[src/rtl/apb_pkg.sv]
// Shared APB definitions: bus width defaults (common with apb_slave) and the
// master sequencing states.
package apb_pkg;

  localparam int ADDR_WIDTH = 8;
  localparam int DATA_WIDTH = 32;

  typedef enum logic [1:0] {
    IDLE   = 2'd0,
    SETUP  = 2'd1,
    ACCESS = 2'd2,
    RESP   = 2'd3
  } apbState_t;

endpackage

[src/rtl/apb_wait_counter.sv]
// Counts ACCESS cycles spent with PREADY low; expired flags the cycle that
// would be the TIMEOUT-th such cycle.
module apb_wait_counter #(
  parameter int TIMEOUT = 16
) (
  input  logic clock,
  input  logic reset,
  input  logic clear,
  input  logic enable,
  output logic expired
);

  localparam int cntWidth = $clog2(TIMEOUT + 1);

  logic [cntWidth-1:0] count;

  always_ff @(posedge clock) begin
    if (reset || clear) begin
      count <= '0;
    end else if (enable) begin
      count <= count + 1'b1;
    end
  end

  // Already TIMEOUT-1 low cycles behind us, so a low PREADY now is the last allowed.
  assign expired = (count == cntWidth'(TIMEOUT - 1));

endmodule

[src/rtl/apb_master.sv]
// APB master bridge: one command at a time sequenced as SETUP/ACCESS, result
// returned on a valid/ready response channel. Every output is a register.
module apb_master
  import apb_pkg::*;
#(
  parameter int addrWidth = ADDR_WIDTH,
  parameter int dataWidth = DATA_WIDTH,
  parameter int TIMEOUT   = 16
) (
  input  logic                 PCLK,
  input  logic                 PRESENT,
  input  logic                 cmd_valid,
  output logic                 cmd_ready,
  input  logic                 cmd_write,
  input  logic [addrWidth-1:0] cmd_addr,
  input  logic [dataWidth-1:0] cmd_wdata,
  output logic                 rsp_valid,
  input  logic                 rsp_ready,
  output logic [dataWidth-1:0] rsp_rdata,
  output logic                 rsp_err,
  output logic [addrWidth-1:0] PADDR,
  output logic                 PWRITE,
  output logic                 PSELx,
  output logic                 PENABLE,
  output logic [dataWidth-1:0] PWDATA,
  input  logic [dataWidth-1:0] PRDATA,
  input  logic                 PREADY,
  input  logic                 PSLVERR
);

  apbState_t state, nextState;

  logic                 nextCmdReady, nextRspValid, nextRspErr;
  logic                 nextPwrite, nextPsel, nextPenable;
  logic [dataWidth-1:0] nextRspRdata, nextPwdata;
  logic [addrWidth-1:0] nextPaddr;
  logic                 waitExpired;

  apb_wait_counter #(
    .TIMEOUT (TIMEOUT)
  ) waitCounter (
    .clock   (PCLK),
    .reset   (PRESENT),
    .clear   ((state == IDLE) && cmd_valid),
    .enable  ((state == ACCESS) && !PREADY),
    .expired (waitExpired)
  );

  always_ff @(posedge PCLK) begin
    if (PRESENT) begin
      state     <= IDLE;
      cmd_ready <= 1'b1;
      rsp_valid <= 1'b0;
      rsp_rdata <= '0;
      rsp_err   <= 1'b0;
      PADDR     <= '0;
      PWRITE    <= 1'b0;
      PSELx     <= 1'b0;
      PENABLE   <= 1'b0;
      PWDATA    <= '0;
    end else begin
      state     <= nextState;
      cmd_ready <= nextCmdReady;
      rsp_valid <= nextRspValid;
      rsp_rdata <= nextRspRdata;
      rsp_err   <= nextRspErr;
      PADDR     <= nextPaddr;
      PWRITE    <= nextPwrite;
      PSELx     <= nextPsel;
      PENABLE   <= nextPenable;
      PWDATA    <= nextPwdata;
    end
  end

  // Next-cycle values for every registered output; anything not touched holds.
  always_comb begin
    nextState    = state;
    nextCmdReady = cmd_ready;
    nextRspValid = rsp_valid;
    nextRspRdata = rsp_rdata;
    nextRspErr   = rsp_err;
    nextPaddr    = PADDR;
    nextPwrite   = PWRITE;
    nextPsel     = PSELx;
    nextPenable  = PENABLE;
    nextPwdata   = PWDATA;

    case (state)
      IDLE: begin
        if (cmd_valid) begin
          nextState    = SETUP;
          nextCmdReady = 1'b0;
          nextPaddr    = cmd_addr;
          nextPwrite   = cmd_write;
          nextPwdata   = cmd_wdata;
          nextPsel     = 1'b1;
        end
      end
      SETUP: begin
        nextState   = ACCESS;
        nextPenable = 1'b1;
      end
      ACCESS: begin
        // PREADY is checked first so a completion on the timeout cycle still wins.
        if (PREADY) begin
          nextState    = RESP;
          nextRspValid = 1'b1;
          nextRspRdata = PWRITE ? '0 : PRDATA;
          nextRspErr   = PSLVERR;
          nextPsel     = 1'b0;
          nextPenable  = 1'b0;
        end else if (waitExpired) begin
          nextState    = RESP;
          nextRspValid = 1'b1;
          nextRspRdata = '0;
          nextRspErr   = 1'b1;
          nextPsel     = 1'b0;
          nextPenable  = 1'b0;
        end
      end
      RESP: begin
        if (rsp_ready) begin
          nextState    = IDLE;
          nextRspValid = 1'b0;
          nextCmdReady = 1'b1;
        end
      end
      default: nextState = IDLE;
    endcase
  end

endmodule

[config.mk]
export PLATFORM = sky130hd
export DESIGN_NAME = apb_master
export DESIGN_NICKNAME = d
export VERILOG_FILES = /design/src/rtl/apb_pkg.sv /design/src/rtl/apb_wait_counter.sv /design/src/rtl/apb_master.sv
export SDC_FILE = /design/constraint.sdc
export NUM_CORES = 1
export LEC_CHECK = 0
export ABC_AREA = 1
export BUFFER_PORTS_ARGS = -buffer_cell sky130_fd_sc_hd__buf_2
export CORE_MARGIN = 10
export CORE_UTILIZATION = 30
export DETAILED_ROUTE_END_ITERATION = 8
export GPL_TIMING_DRIVEN = 0
export PLACE_DENSITY = 0.58
export REMOVE_ABC_BUFFERS = 1
export SYNTH_ARGS = -nofsm -noshare
export SYNTH_HDL_FRONTEND = slang
export SYNTH_SLANG_ARGS = --single-unit
[constraint.sdc]
create_clock -name PCLK -period 1.93 [get_ports PCLK]
set_clock_uncertainty 0.1 [all_clocks]
set_input_delay 0.193 -clock PCLK [delete_from_list [all_inputs] [get_ports PCLK]]
set_output_delay 0.193 -clock PCLK [all_outputs]
set_load 0.05 [all_outputs]
==> impl_metrics.yaml <==
floorplan:
  core_sq_mm: 0.0115
  start_util_pct: 30.6
  rows: 39
  die_width_um: 128
  boundaryPins: 157
  die_area_sq_mm: 0.0164
  die_height_um: 128
job:
  cap_viol_max_count: 0
setup_path:
  cp_max_fo: 8
  cp_top_family: "adder cells"
  startpoint_type: "flip-flop"
  cpMaxStageDelayCell: "dfxtp_1"
  cpMostUsedCell: "ha_2"
  cp_data_required_time_ns: 2.09
  endpoint_kind: "flip-flop"
  crit_arrival_ns: 2.00
  path_class: "flip-flop to flip-flop"
  r2r_slack_ns: 0.09
  path_buf_inv: 3
  critPathMaxStageDelay_ns: 0.35
  cp_cell_sequence: "ha_2 > inv_1 > nor3_2 > ha_2 > o21ai_4 > buf_4 > inv_4 > nand3_2 > a21oi_2"
layout:
  layoutNonFillerInstCount: 759
  register_area_sq_mm: 0.00170
  post-route-util_pct: 45.8
  nets: 695
  syn_to_final_growth_pct: 49.4
  nFillCells: 1112
  multi_input_area_sq_mm: 0.00160
  final_area_sq_mm: 0.00525
  mostFrequentLayoutCell: "buf_2"
  diodes: 0
  drive_gt1_share_pct: 42.0
  layout_common_cells: "buf_2 (155), nor2_1 (94), dfxtp_1 (84), dlygate4sd3_1 (52), nand2_1 (48)"
synth:
  yosys.area.top_type: "dfxtp_1"
  yosys_warnings: 0
  netlist_instances: 405
  synth-seq-cells: 85
  synthTopCellsByArea: "dfxtp_1 (48%), nor2_1 (10%), nand3_2 (8.5%), a21oi_2 (7.5%), o21ai_1 (6.3%)"
  synthesis.area_sq_mm: 0.00351
  ys_seq_area_share_pct: 48.4
  yosysUniqueCellTypes: 28
  synth.avg_cell_area_sq_um: 8.67
  synth_top_area_share_pct: 48.4
clocking:
  cts.sinks: 85
  insertion_delay_ns: 0.33
  cts_tree: "done"
  clk_pin_slew_ns: 0.06
  numCtsBuffers: 9
  htree_levels: 3
  clock_path_buffers: 2
  root_buffer: "clkbuf_16"
routing:
  post_drt_wl_per_cell_um: 15.3
  ant_nets: 0
  drt-pass1-iter-count: 4
  vias: 3445
  drc: 0
  vias_per_cell: 4.54
  first_iter_violations: 164
  drt-total-wl_mm: 11.6
global_routing:
  grt_pass1_vias: 3562
  grt_usage_pct: 13.8
  antenna_found_initial: 0
  grt-ovfl-total: 0
  grt_first_pass_wirelength_mm: 18.6
  grt_max_degree: 47
timing:
  worstMarginPinSlew_ns: 0.689
  setup_viol: 0
  fin_crit_ns: 1.84
  tns_ns: 0
  post-route-period-util_pct: 95.1
  fmax_ghz: 0.545
  setup_slack_ns: 0.0947
  report.final.slew_viol_count: 0
  relSlewSlack_pct: 54.1
  finalHoldViolations: 0
power_and_ir_drop:
  vdd_drop_max_uv: 748
  p_leak_nw: 2.30
  pwr_density_cell_mw_per_mm2: 1340
placement:
  gp_congestion: 0.750
  portBuffers: 156
  place_worst_setup_slack_ns: -0.668
  dpl.cell_count: 679
  place_area_sq_mm: 0.00429
  dpl.hpwl_mm: 7.35
status:
  outcome: "complete, no violations"
hold_path:
  hold_class: "input port to flip-flop"
==> tightest hold or removal path, stage by stage <==
cell     delay [ns]
buf_2          0.08
o21ai_1        0.06
nor2_1         0.07
==> registers in the layout, summed over array words and instances (netlist names) <==
name,flops
waitCounter.count,5
state,2
PENABLE,1
PWRITE,1
PSELx,1
rsp_valid,1
PWDATA,32
PADDR,8
rsp_err,1
rsp_rdata,32
cmd_ready,1
==> area by class of cell <==
type,instances,share of cell area (%)
repair inverters,2,0.286
inverters,17,1.55
clock inverters,7,1.41
well taps,143,3.41
flip-flops and latches,85,32.4
multi-input cells,279,30.4
repair buffers,217,26.2
clock buffers,9,4.29
==> per-layer routing <==
| metal | track usage [%] | wire [um] | part of all wire [%] | up-vias |
|---|---|---|---|---|
| met5 | 0 | 0 | 0 | - |
| met1 | 17.3 | 5240 | 45 | 1569 |
| li1 | - | - | - | 1741 |
| met2 | 21.1 | 5170 | 44 | 127 |
| met4 | 3.77 | 112 | 0.96 | 0 |
| met3 | 5.83 | 1110 | 9.5 | 8 |
==> repair_timing <==
item | in CTS | in global routing
buffers inserted | 2 | 7
resized for setup | 8 | 8
cloned | 2 | 1
setup endpoints to repair | 84 | 82
hold buffers | 51 | 1
pin swaps | 1 | 3
endpoints found under the hold margin | 51 | 1
==> cell usage after synthesis <==
master and n:
nor2_1 94, dfxtp_1 85, nand2_1 49, o21ai_1 44, a21oi_2 30, nand3_2 30
buf_2 11, inv_1 11, a21oi_1 6, nand3_1 6, ha_1 5, nor3_1 5
inv_2 4, buf_12 3, buf_4 3, buf_6 3, clkbuf_1 3, buf_1 2
o21ai_0 2, a211oi_1 1, clkinv_2 1, inv_6 1, nand2_2 1, nor2_8 1
o211ai_1 1, o21ai_4 1, o21bai_1 1, xor2_1 1
==> kinds of logic (layout without fill, tap and decap cells) <==
| group | after synthesis | after routing | synth area share (%) |
|---|---|---|---|
| and+or+nand+nor | 186 | 186 | 26.1 |
| AOI/OAI and AO/OA | 86 | 87 | 16.0 |
| DFF | 85 | 85 | 48.4 |
| buffers and inverters | 42 | 252 | 7.41 |
| adders and majority gates | 5 | 5 | 1.78 |
| xor gates and xnor gates | 1 | 1 | 0.249 |
==> worst paths after layout <==
kind,endpoint,cells after the start,startpoint
worst max-delay path,rsp_rdata[20],9,waitCounter.count[1]
worst min-delay path,PWDATA[9],3,cmd_wdata[9]
worst max register to register,rsp_rdata[20],9,waitCounter.count[1]
worst min register to register,rsp_rdata[0],2,rsp_rdata[0]
==> metrics by stage <==
stage / power [mW] / hold WS [ns]
after floorplan: 4.35 / 0.155
after global placement: 5.03 / 0.327
after detailed placement: 5.09 / 0.333
after CTS: 7.03 / 0.000467
after global routing: 7.46 / 0.000663
final: 7.01 / 0.00760
==> power by group <==
part,total (mW),leakage (nW),switching [mW],internal (mW)
Sequential,2.28,0.697,0.183,2.10
Combinational,2.99,1.45,2.21,0.773
Clock,1.74,0.146,0.733,1.01
Total,7.01,2.30,3.13,3.88
Power figures use the tool's default switching activity.
